## config.mk

```make
export PLATFORM = sky130hd
export DESIGN_NAME = buffered_router
export DESIGN_NICKNAME = d
export VERILOG_FILES = /design/src/rtl/buffered_router.sv
export SDC_FILE = /design/constraint.sdc
export NUM_CORES = 1
export LEC_CHECK = 0
export ABC_CLOCK_PERIOD_IN_PS = 4300
export BUFFER_PORTS_ARGS = -buffer_cell sky130_fd_sc_hd__buf_2
export CAP_MARGIN = 20
export CORE_MARGIN = 1
export CORE_UTILIZATION = 44
export CTS_BUF_LIST = sky130_fd_sc_hd__clkbuf_8
export DETAILED_ROUTE_END_ITERATION = 12
export PLACE_DENSITY = 0.61
export REMOVE_ABC_BUFFERS = 1
export SYNTH_ARGS = -nofsm -noshare
export SYNTH_HDL_FRONTEND = slang
export SYNTH_SLANG_ARGS = --single-unit
```

## constraint.sdc

```tcl
create_clock -name clk -period 4.3 [get_ports clk]
set_input_delay 0.43 -clock clk [delete_from_list [all_inputs] [get_ports clk]]
set_output_delay 0.43 -clock clk [all_outputs]
set_load 0.05 [all_outputs]
```

## src/rtl/buffered_router.sv

```systemverilog
// Buffered router: steers one input stream into NUM_PORTS independent per-channel FIFOs.
// Optional macro BUFFERED_ROUTER_DROP_CNT_EN adds drop_cnt/drop_pulse for illegal-address beats.
module buffered_router #(
    parameter int DATA_WIDTH = 32,
    parameter int NUM_PORTS  = 4,
    parameter int ADDR_WIDTH = $clog2(NUM_PORTS),
    parameter int FIFO_DEPTH = 4
) (
    input  logic                            clk,
    input  logic                            rst,
    input  logic [DATA_WIDTH-1:0]           din,
    input  logic                            din_en,
    input  logic [ADDR_WIDTH-1:0]           addr,
    output logic                            din_ready,
    output logic [NUM_PORTS*DATA_WIDTH-1:0] dout,
    output logic [NUM_PORTS-1:0]            dout_valid,
    input  logic [NUM_PORTS-1:0]            dout_ready,
`ifdef BUFFERED_ROUTER_DROP_CNT_EN
    output logic [15:0]                     drop_cnt,
    output logic                            drop_pulse,
`endif
    output logic [NUM_PORTS-1:0]            fifo_full
);

    localparam int PTR_W = $clog2(FIFO_DEPTH);
    localparam int CNT_W = PTR_W + 1;
    localparam logic [CNT_W-1:0]      DEPTH_C = CNT_W'(FIFO_DEPTH);
    localparam logic [ADDR_WIDTH:0]   PORTS_C = (ADDR_WIDTH + 1)'(NUM_PORTS);

    logic [DATA_WIDTH-1:0] mem_q [NUM_PORTS][FIFO_DEPTH];
    logic [PTR_W-1:0]      wr_ptr_q [NUM_PORTS];
    logic [PTR_W-1:0]      wr_ptr_d [NUM_PORTS];
    logic [PTR_W-1:0]      rd_ptr_q [NUM_PORTS];
    logic [PTR_W-1:0]      rd_ptr_d [NUM_PORTS];
    logic [CNT_W-1:0]      count_q  [NUM_PORTS];
    logic [CNT_W-1:0]      count_d  [NUM_PORTS];
    logic [NUM_PORTS-1:0]  full_q;
    logic [NUM_PORTS-1:0]  full_d;
    logic [NUM_PORTS-1:0]  push_s;
    logic [NUM_PORTS-1:0]  pop_s;
    logic                  addr_legal_s;
    logic                  accept_s;

    // Input acceptance: illegal addresses are always accepted so they can be discarded.
    always_comb begin
        addr_legal_s = ({1'b0, addr} < PORTS_C);
        if (addr_legal_s) begin
            din_ready = !full_q[addr];
        end else begin
            din_ready = 1'b1;
        end
        accept_s = din_en && din_ready;
    end

    // Per-channel push/pop decode, next-state pointers/counts and head-of-FIFO output.
    always_comb begin
        push_s     = '0;
        pop_s      = '0;
        full_d     = '0;
        dout       = '0;
        dout_valid = '0;
        for (int i = 0; i < NUM_PORTS; i++) begin
            push_s[i] = accept_s && addr_legal_s && (addr == ADDR_WIDTH'(i));
            pop_s[i]  = (count_q[i] != '0) && dout_ready[i];
            if (push_s[i]) begin
                wr_ptr_d[i] = wr_ptr_q[i] + PTR_W'(1);
            end else begin
                wr_ptr_d[i] = wr_ptr_q[i];
            end
            if (pop_s[i]) begin
                rd_ptr_d[i] = rd_ptr_q[i] + PTR_W'(1);
            end else begin
                rd_ptr_d[i] = rd_ptr_q[i];
            end
            case ({push_s[i], pop_s[i]})
                2'b10:   count_d[i] = count_q[i] + CNT_W'(1);
                2'b01:   count_d[i] = count_q[i] - CNT_W'(1);
                default: count_d[i] = count_q[i];
            endcase
            full_d[i] = (count_d[i] == DEPTH_C);
            // Empty channels drive zeros rather than stale RAM contents.
            if (count_q[i] != '0) begin
                dout_valid[i]                    = 1'b1;
                dout[i*DATA_WIDTH +: DATA_WIDTH] = mem_q[i][rd_ptr_q[i]];
            end else begin
                dout_valid[i]                    = 1'b0;
                dout[i*DATA_WIDTH +: DATA_WIDTH] = '0;
            end
        end
    end

    // Pointer, occupancy and full-flag registers.
    always_ff @(posedge clk or negedge rst) begin
        if (!rst) begin
            for (int i = 0; i < NUM_PORTS; i++) begin
                wr_ptr_q[i] <= '0;
                rd_ptr_q[i] <= '0;
                count_q[i]  <= '0;
            end
            full_q <= '0;
        end else begin
            for (int i = 0; i < NUM_PORTS; i++) begin
                wr_ptr_q[i] <= wr_ptr_d[i];
                rd_ptr_q[i] <= rd_ptr_d[i];
                count_q[i]  <= count_d[i];
            end
            full_q <= full_d;
        end
    end

    // Payload storage; contents are don't-care after reset since counts clear.
    always_ff @(posedge clk) begin
        for (int i = 0; i < NUM_PORTS; i++) begin
            if (push_s[i]) begin
                mem_q[i][wr_ptr_q[i]] <= din;
            end
        end
    end

    assign fifo_full = full_q;

`ifdef BUFFERED_ROUTER_DROP_CNT_EN
    logic        drop_s;
    logic [15:0] drop_cnt_q;
    logic [15:0] drop_cnt_d;
    logic        drop_pulse_q;

    // Saturating count of discarded illegal-address beats.
    always_comb begin
        drop_s = accept_s && !addr_legal_s;
        if (drop_s && (drop_cnt_q != 16'hFFFF)) begin
            drop_cnt_d = drop_cnt_q + 16'd1;
        end else begin
            drop_cnt_d = drop_cnt_q;
        end
    end

    // Drop counter and one-cycle drop indication.
    always_ff @(posedge clk or negedge rst) begin
        if (!rst) begin
            drop_cnt_q   <= 16'd0;
            drop_pulse_q <= 1'b0;
        end else begin
            drop_cnt_q   <= drop_cnt_d;
            drop_pulse_q <= drop_s;
        end
    end

    assign drop_cnt   = drop_cnt_q;
    assign drop_pulse = drop_pulse_q;
`endif

endmodule

```

==> flow_summary.json, run 1 <==
{
  "status": "finished clean",
  "synth-simple-area-share_pct": 5.15,
  "cp_data_arrival_time_ns": 2.93,
  "slew_headroom_pct": 20.8,
  "postCtsSetupBuffers": 0,
  "grt_pass1_vias": 10800,
  "layout-drive-gt1-share_pct": 34.4,
  "worstMarginPinSlew_ns": 1.19,
  "cp-startpoint": "rd_ptr_q[4]",
  "dp_hpwl_um": 27000,
  "synthMuxAreaShare_pct": 14.1,
  "post-place-ws_ns": 1.55,
  "cts_max_level": 3,
  "synth.area.top_cells": "edfxtp_1 72%, mux4_2 12%, and2_1 4.3%",
  "yosysTopAreaCell": "edfxtp_1",
  "seqCellArea_mm2": 0.0162,
  "wl_per_cell_um": 24.5,
  "route.met2.wl_um": 22600,
  "drc": 0,
  "initialDrtViolationCount": 697,
  "multi_input_area_mm2": 0.00473,
  "totalWireLength_um": 46800,
  "final_nets": 1289,
  "first_pass_iters": 5,
  "clk_path_buf_depth": 3,
  "synthAdderAreaFrac_pct": 1.54,
  "fp-row-count": 80,
  "core-area_mm2": 0.0478,
  "clockRootBuffer": "clkbuf_8",
  "critPathLaunchType": "register",
  "postRouteAntennaNets": 0,
  "synth-xor-area-share_pct": 0.860,
  "path_clk_slew_ns": 0.06,
  "synth_top_area_share_pct": 71.9,
  "reg2reg_slack_ns": 1.71,
  "cts_tree": "built",
  "overflow": 0,
  "die-area_mm2": 0.0495,
  "fmax_ghz": 0.298,
  "vias_per_cell": 5.29,
  "met1_length_um": 21400,
  "clock_skew_ns": 0.0220,
  "grt_max_degree": 36,
  "synth-seq-cells": 544,
  "antennaDiodeCount": 0,
  "rr_endpoint": "fifo_full[1]",
  "syn_inst": 983,
  "crit_type": "register to primary output",
  "port_buffers": 177,
  "grt_pass1_wl_um": 69400,
  "synthToLayoutAreaGrowth_pct": 14.5,
  "route.met3.wl_um": 2130,
  "track_usage_pct": 19.4,
  "yosysSeqAreaShare_pct": 75.6,
  "cts_buffers": 88,
  "leakage_nw": 8.57,
  "netlist_area_mm2": 0.0214,
  "top_layer": "met4",
  "die_x_um": 223,
  "nFillCells": 3922,
  "synth_compound_gate_area_share_pct": 0.310,
  "grt_antenna_before_repair": 2,
  "power_per_cell_area_mw_per_mm2": 746,
  "cp_max_fo": 18,
  "hold_viol": 0,
  "peakVddDrop_mv": 0.512,
  "synth.distinct_cells": 29,
  "num_io_pins": 178,
  "finalMaxSlewViolations": 0,
  "clkLatencyLatePin_ns": 0.63,
  "setup_ws_ns": 0.944,
  "worstReg2RegStart": "count_q[8]",
  "crit_path_end": "dout[50]",
  "hold_path.class": "primary input to register",
  "synth_top_family_by_area": "multiplexers",
  "yosys_warnings": 0,
  "critPathRequiredTime_ns": 3.87,
  "cap_violations": 0,
  "finalCritPeriodShare_pct": 78.1,
  "vias": 10100,
  "end_kind": "primary output",
  "cts_sinks": 544,
  "initial_core_util_pct": 44.7,
  "setup_viol": 0,
  "whs_ns": 0.0954,
  "finalWeightedCongestion": 0.716,
  "period_needed_ns": 3.36,
  "r2r_cells": 9,
  "syn_avg_cell_area_um2": 21.8,
  "die_y_um": 223,
  "rsz0062_at_grt": "no",
  "fin_setup_tns_ns": 0
}
-- what timing repair did --
action / CTS / global route
setup endpoints to repair: 0 / 0
hold buffers: 1 / 0
hold endpoints to repair: 32 / 0
gates resized for setup: 0 / 0
-- synthesized netlist by cell type --
cell       instances
nor2_1             1
buf_8              1
nand2b_1           1
mux2i_1            5
o21ai_0            7
nand3_1            4
buf_2             12
buf_12            11
ha_1              20
a2111oi_0          1
mux4_1            16
xnor2_1           13
and2_1           148
inv_1             25
and4bb_2           1
buf_6              4
nand2_1            8
nor4b_4            1
xor2_1             8
fa_1               4
nor3_4             1
nor3b_4            1
edfxtp_1         512
a211oi_1           3
mux4_2           112
or3_1              7
mux2_2             3
dfrtp_1           32
clkbuf_1          21
-- state kept, by name, indices dropped and copies added, names as in the netlist --
signal / flops
fifo_full: 4
rd_ptr_q: 8
wr_ptr_q: 8
count_q: 12
mem_q: 512
-- cells by family (layout without fill, tap and decap cells) --
logic type | count (synthesis) | count (layout)
flops | 544 | 544
buf+inv | 74 | 388
mux | 136 | 136
xor+xnor | 21 | 21
simple gates | 173 | 173
fa+ha+maj | 24 | 24
compound gates | 11 | 11
-- layout make-up --
| cell class | instances | area share (%) |
|---|---|---|
| Clock inverter | 67 | 1.30 |
| Sequential cell | 544 | 66.1 |
| Multi-Input combinational cell | 365 | 19.3 |
| Timing Repair Buffer | 200 | 4.43 |
| Inverter | 25 | 0.383 |
| Tap cell | 615 | 3.14 |
| Clock buffer | 96 | 5.39 |
-- metrics by stage --
stage | std cells | utilization (%) | power, mW | cell area (um^2)
floorplan | 934 | - | 12.2 | 21000
global placement | 1746 | 47.7 | 14.3 | 22800
detailed placement | 1746 | 47.7 | 14.4 | 22800
CTS | 1910 | 51.1 | 18.5 | 24500
global route | 1912 | 51.2 | 19.1 | 24500
finish | 1912 | 51.2 | 18.3 | 24500
-- where the power goes --
group / leakage (nW) / switching, mW / total [mW] / internal (mW)
clock network: 1.00 / 1.95 / 4.11 / 2.17
registers: 5.00 / 0.506 / 6.72 / 6.22
logic: 2.57 / 5.09 / 7.44 / 2.35
-- worst max-delay path, stage by stage (launching register included) --
cell,delay [ns]
dfrtp_2,0.83
buf_4,0.45
mux4_1,0.59
and2_1,0.18
buf_2,0.21
-- how the worst min path moves through the flow --
stage,from,endpoint,slack (ns),cells past startpoint
5_1_grt,dout_ready[0],rd_ptr_q[7],0.06,3
3_3_place_gp,count_q[9],count_q[9],0.50,1
6_report,dout_ready[0],rd_ptr_q[7],0.1,3
4_1_cts,dout_ready[3],rd_ptr_q[1],0.04,3
2_1_floorplan,rst,count_q[0],0.13,0
3_5_place_dp,count_q[0],count_q[0],0.51,1
-- cell usage in the layout (no fill, tap or decap), drive strengths merged, types with 2 or more instances in the layout --
| master | netlist | final |
|---|---|---|
| inv | 25 | 69 |
| xnor2 | 13 | 13 |
| nand2 | 8 | 8 |
| mux4 | 128 | 128 |
| mux2 | 3 | 3 |
| mux2i | 5 | 5 |
| buf | 28 | 199 |
| edfxtp | 512 | 512 |
| or3 | 7 | 7 |
| nand3 | 4 | 4 |
| clkinv | 0 | 21 |
| and2 | 148 | 148 |
| clkbuf | 21 | 96 |
| bufinv | 0 | 2 |
| o21ai | 7 | 7 |
| dfrtp | 32 | 32 |
| fa | 4 | 4 |
| ha | 20 | 20 |
| xor2 | 8 | 8 |
| a211oi | 3 | 3 |
-- metal layers --
metal  vias up  track usage, %
met5         -               0
met4         0            5.03
met3        59            3.95
met2       263            30.4
met1      5377            27.8
li1       4412               -
(Power assumes the default switching activity.)
==> run 2, diff against run 1 <==
--- a/config.mk
+++ b/config.mk
@@ -5,7 +5,8 @@
 export SDC_FILE = /design/constraint.sdc
 export NUM_CORES = 1
 export LEC_CHECK = 0
-export ABC_CLOCK_PERIOD_IN_PS = 4300
+export ABC_AREA = 1
+export ABC_CLOCK_PERIOD_IN_PS = 3300
 export BUFFER_PORTS_ARGS = -buffer_cell sky130_fd_sc_hd__buf_2
 export CAP_MARGIN = 20
 export CORE_MARGIN = 1
==> constraint.sdc (replaced) <==
create_clock -name clk -period 3.3 [get_ports clk]
set_input_delay 0.33 -clock clk [delete_from_list [all_inputs] [get_ports clk]]
set_output_delay 0.33 -clock clk [all_outputs]
set_load 0.05 [all_outputs]
==> run 2 against run 1 <==
  * Largest cell class unchanged
  * Final cell count grew 40%
  * Largest power group unchanged
  * Design area is 1.8% higher
  * Non-clock buffer count grew 19
  * Clock skew is 0.0081 ns lower
  * Highest routed layer is now met5
  * Critical path depth grew 2
  * First-iteration DRC count grew 53%
==> flow_summary.json, run 2 <==
{
  "cp.depth": 6,
  "dp_hpwl_um": 30800,
  "synth.area.top_cells": "edfxtp_1 71%, nor2_1 9.3%, o21ai_0 5.9%",
  "p_total_mw": 25.8,
  "status": "finished clean",
  "critPathLaunchType": "register",
  "slowest_stage": "dfrtp_2",
  "track_usage_pct": 21.9,
  "die-area_mm2": 0.0501,
  "initialDrtViolationCount": 1069,
  "path_cells": "buf_4 -> nor2_1 -> nor2_1 -> o21ai_0 -> a21oi_1 -> buf_2",
  "overflow": 0,
  "drc": 0,
  "path_delay_family": "buffers and inverters",
  "hold_viol": 0,
  "final_common_cell": "nor2_1",
  "cts_tree": "built",
  "initial_core_util_pct": 44.9,
  "cts_max_level": 3,
  "clk_path_buf_depth": 3,
  "syn_inst": 1752,
  "fin_setup_tns_ns": 0,
  "period_needed_ns": 3.02,
  "leakage_nw": 9.01,
  "totalWireLength_um": 54600,
  "critical_path.max_stage_delay_ns": 0.61,
  "cp-startpoint": "rd_ptr_q[2]",
  "worstMarginPinSlew_ns": 0.754,
  "peakVddDrop_mv": 0.617,
  "clock_skew_ns": 0.0139,
  "critPathRequiredTime_ns": 2.97,
  "crit_type": "register to primary output",
  "yosysTopAreaCell": "edfxtp_1",
  "first_pass_iters": 5,
  "clkLatencyLatePin_ns": 0.66,
  "nFillCells": 4153,
  "hold_path.class": "primary input to register",
  "end_kind": "primary output",
  "cp_max_fo": 46,
  "finalMaxSlewViolations": 0,
  "wl_per_cell_um": 20.3,
  "holdPathStages": 4,
  "ys.flop_type": "edfxtp_1",
  "netlist_area_mm2": 0.0216,
  "vias": 13900,
  "grt_pass1_wl_um": 80600,
  "power_per_cell_area_mw_per_mm2": 1040,
  "yosysMostFrequentCell": "nor2_1",
  "clockRootBuffer": "clkbuf_8",
  "worstReg2RegStart": "fifo_full[2]",
  "finalNonFillerCells": 2681,
  "yosys_warnings": 0,
  "cp_data_arrival_time_ns": 2.69,
  "grt_max_degree": 47,
  "setup_viol": 0,
  "path_clk_slew_ns": 0.06,
  "slew_headroom_pct": 49.7,
  "crit_path_end": "dout[84]",
  "path_buf_inv": 2,
  "place_inst": 2528,
  "layout_common_cells": "524 x nor2_1, 512 x edfxtp_1, 257 x o21ai_0",
  "syn_avg_cell_area_um2": 12.4,
  "synth-seq-cells": 544,
  "cts_buffers": 86,
  "grt_antenna_before_repair": 2,
  "largest_register_ffs": 512,
  "min_from": "addr[1]",
  "rr_endpoint": "fifo_full[0]",
  "num_io_pins": 178,
  "cap_violations": 0,
  "synth-edff-count": 512,
  "die_y_um": 224,
  "yosysSeqAreaShare_pct": 74.7,
  "cts_resized": 0,
  "port_buffers": 177,
  "synthArstFlopShare_pct": 5.88,
  "reg2reg_slack_ns": 0.40,
  "postCtsSetupBuffers": 0,
  "finalWeightedCongestion": 0.786,
  "fp-row-count": 80,
  "vias_per_cell": 5.19,
  "synth.distinct_cells": 26,
  "postRouteAntennaNets": 0,
  "layout-drive-gt1-share_pct": 17.5,
  "rsz0062_at_grt": "no",
  "final_nets": 2026,
  "ys_top_cells_by_count": "536 x nor2_1, 512 x edfxtp_1, 257 x o21ai_0, 130 x a21oi_1, 64 x inv_1",
  "core-area_mm2": 0.0481,
  "path_common_cell": "nor2_1",
  "synthToLayoutAreaGrowth_pct": 15.2,
  "finalCritPeriodShare_pct": 91.5,
  "grt_pass1_vias": 13400,
  "r2r_cells": 10,
  "cts_sinks": 544,
  "die_x_um": 224,
  "fmax_ghz": 0.331,
  "synth_top_area_share_pct": 71.0
}
[run 2: power by group]
group          total [mW]  internal (mW)  switching, mW  leakage [nW]
Clock                5.24           2.71           2.53         0.874
Combinational        12.1           2.77           9.31          3.13
Sequential           8.49           8.12          0.371          5.01
[run 2: area by class of cell]
class	count	area, um^2	share of cell area (%)
Clock inverter	56	290	1.16
Tap cell	656	821	3.29
Antenna cell	4	10.0	0.0402
Clock buffer	92	1270	5.08
Inverter	69	259	1.04
Multi-Input combinational cell	1041	4820	19.3
Timing Repair Buffer	219	1280	5.14
Sequential cell	544	16200	64.9
[run 2: timing repair]
action,4_1_cts,5_1_grt
hold buffers,1,0
endpoints found under the setup margin,0,0
hold endpoints to repair,32,0
[run 2: through the flow]
step,area (um^2),worst slack (ns),utilization (%),hold WS (ns)
2_1_floorplan,21200,-0.402,-,0.0344
3_3_place_gp,23300,0.461,48.4,0.440
3_5_place_dp,23400,0.269,48.5,0.446
4_1_cts,24900,0.219,51.8,0.00931
5_1_grt,24900,0.0781,51.8,0.0613
6_report,24900,0.281,51.8,0.0557
[run 2: layer usage]
metal	up-vias	global-route usage [%]	wire length, um
met4	2	9.15	1560
met3	72	4.21	3800
li1	6539	-	-
met1	6833	29.7	23400
met2	462	34.6	25700
met5	-	0	16
[run 2: worst min path at each step]
stage,endpoint,slack [ns]
after CTS,wr_ptr_q[0],0.009
after global placement,count_q[6],0.44
after floorplan,count_q[0],0.03
after detailed placement,count_q[6],0.45
after global routing,wr_ptr_q[7],0.06
final,wr_ptr_q[7],0.06
[run 2: cells by family (layout without fill, tap and decap cells)]
| family | Yosys count | count (layout) | synth area share [%] |
|---|---|---|---|
| AO/OA/AOI/OAI | 390 | 390 | 9.02 |
| XOR/XNOR | 10 | 10 | 0.405 |
| adder cells (fa/ha/maj) | 24 | 24 | 1.53 |
| buffers and inverters | 167 | 436 | 3.17 |
| flip-flops | 544 | 544 | 74.7 |
| other | 0 | 4 | 0 |
| AND/OR/NAND/NOR | 617 | 617 | 11.1 |
[run 2: worst min-delay path, cell delays in order]
cell and delay (ns):
buf_2 0.14, nor2_2 0.07, nand4_1 0.08, nand2_1 0.05
==> run 3, diff against run 2 <==
==> constraint.sdc (replaced) <==
create_clock -name clk -period 3.3 [get_ports clk]
set_input_delay 0.33 -clock clk [delete_from_list [all_inputs] [get_ports clk]]
set_output_delay 0.33 -clock clk [all_outputs]
set_load 0.02 [all_outputs]
==> run 3 against run 2 <==
  * Worst hold slack improved by 0.022 ns
  * First-iteration DRC count decreased by 12%
  * Utilization down 0.19 points
  * Combinational power fell by 24%
  * Fmax down 0.61%
  * Largest power group unchanged
  * Highest routed layer unchanged
==> flow_summary.json, run 3 (same netlist as run 2, synthesis figures left out) <==
{
  "initialDrtViolationCount": 941,
  "hold_path.class": "primary input to register",
  "fin_setup_tns_ns": 0,
  "num_io_pins": 178,
  "rsz0062_at_grt": "no",
  "power_per_cell_area_mw_per_mm2": 911,
  "cp_data_arrival_time_ns": 2.71,
  "final_cell_area_mm2": 0.0248,
  "largest_register_ffs": 512,
  "nFillCells": 4199,
  "layout_common_cells": "524 x nor2_1, 512 x edfxtp_1, 257 x o21ai_0",
  "path_cells": "inv_1 -> buf_4 -> nor2_1 -> o21ai_0 -> a21oi_1 -> buf_2",
  "status": "finished clean",
  "die_y_um": 224,
  "cts_resized": 0,
  "first_pass_iters": 5,
  "cp_max_fo": 26,
  "grt_pass1_wl_um": 81900,
  "die-area_mm2": 0.0501,
  "p_total_mw": 22.6,
  "hold_viol": 0,
  "finalMaxSlewViolations": 0,
  "finalWeightedCongestion": 0.797,
  "path_buf_inv": 3,
  "clock_skew_ns": 0.0194,
  "postRouteAntennaNets": 0,
  "layout-drive-gt1-share_pct": 17.0,
  "wl_per_cell_um": 20.5,
  "holdPathStages": 3,
  "slowest_stage": "dfrtp_1",
  "end_kind": "primary output",
  "fmax_ghz": 0.329,
  "cp.depth": 6,
  "setup_viol": 0,
  "clkLatencyLatePin_ns": 0.64,
  "placed_cell_area_mm2": 0.0233,
  "core-area_mm2": 0.0481,
  "cts_tree": "built",
  "fp-row-count": 80,
  "slew_headroom_pct": 50.7,
  "period_needed_ns": 3.04,
  "grt_pass1_vias": 13700,
  "cts_buffers": 85,
  "cap_violations": 0,
  "r2r_cells": 10,
  "track_usage_pct": 22.1,
  "worstMarginPinSlew_ns": 0.740,
  "reg2reg_slack_ns": 0.80,
  "crit_path_end": "dout[44]",
  "final_nets": 2023,
  "finalCritPeriodShare_pct": 92.1,
  "cts_sinks": 544,
  "hold_buffers": 1,
  "overflow": 0,
  "final_common_cell": "nor2_1",
  "worstReg2RegStart": "fifo_full[2]",
  "rr_endpoint": "fifo_full[0]",
  "critPathRequiredTime_ns": 2.97,
  "cts_max_level": 3,
  "peakVddDrop_mv": 0.476,
  "grt_antenna_before_repair": 5,
  "synthToLayoutAreaGrowth_pct": 14.8,
  "die_x_um": 224,
  "drc": 0,
  "totalWireLength_um": 54900,
  "dp_hpwl_um": 30700,
  "vias": 13800,
  "path_delay_family": "buffers and inverters",
  "critPathLaunchType": "register",
  "initial_core_util_pct": 44.9,
  "path_clk_slew_ns": 0.07,
  "cp-startpoint": "rd_ptr_q[5]",
  "clockRootBuffer": "clkbuf_8",
  "postCtsSetupBuffers": 0,
  "port_buffers": 177,
  "whs_ns": 0.0780,
  "vias_per_cell": 5.13,
  "critical_path.max_stage_delay_ns": 0.74,
  "clk_path_buf_depth": 3,
  "crit_type": "register to primary output",
  "min_from": "din_en",
  "leakage_nw": 9.00,
  "grt_max_degree": 68
}
[run 3: per-stage QoR]
stage / instances / setup WS (ns) / util, %
floorplan: 1654 / -0.156 / -
global placement: 2524 / 0.763 / 48.3
detailed placement: 2526 / 0.639 / 48.4
CTS: 2676 / 0.241 / 51.6
global route: 2676 / 0.0901 / 51.6
finish: 2682 / 0.262 / 51.6
[run 3: worst register-to-register path: stages, from the launching register on]
cell and delay (ns):
dfrtp_1 0.40, nand3_1 0.09, nand2_1 0.06, nor2_2 0.24, nand3_1 0.31, ha_1 0.32, inv_1 0.09, fa_1 0.42
o21ai_0 0.24, nor2_1 0.07, and2_1 0.15
[run 3: report_power, final]
group / internal, mW / switching (mW)
clock: 2.60 / 2.51
sequential: 8.12 / 0.253
combinational: 2.71 / 6.43
[run 3: worst min-delay path by stage]
stage | endpoint | slack, ns
finish | wr_ptr_q[2] | 0.08
global route | wr_ptr_q[2] | 0.05
CTS | wr_ptr_q[2] | 0.008
detailed placement | count_q[6] | 0.45
global placement | count_q[6] | 0.44
floorplan | count_q[0] | 0.03
[run 3: layout make-up]
type                            count  area (um^2)  area share [%]
Sequential cell                   544        16200            65.1
Multi-Input combinational cell   1041         4820            19.4
Clock buffer                       91         1250            5.04
Timing Repair Buffer              217         1230            4.95
Tap cell                          656          821            3.30
Clock inverter                     58          262            1.05
Inverter                           69          259            1.04
Antenna cell                        6         15.0          0.0604
[run 3: metal layers]
metal | GRT usage [%] | wire [um] | vias up
li1 | - | - | 6539
met1 | 29.9 | 23600 | 6740
met2 | 35.2 | 25800 | 399
met3 | 4.60 | 4030 | 83
met4 | 8.40 | 1460 | 6
met5 | 0 | 36 | -
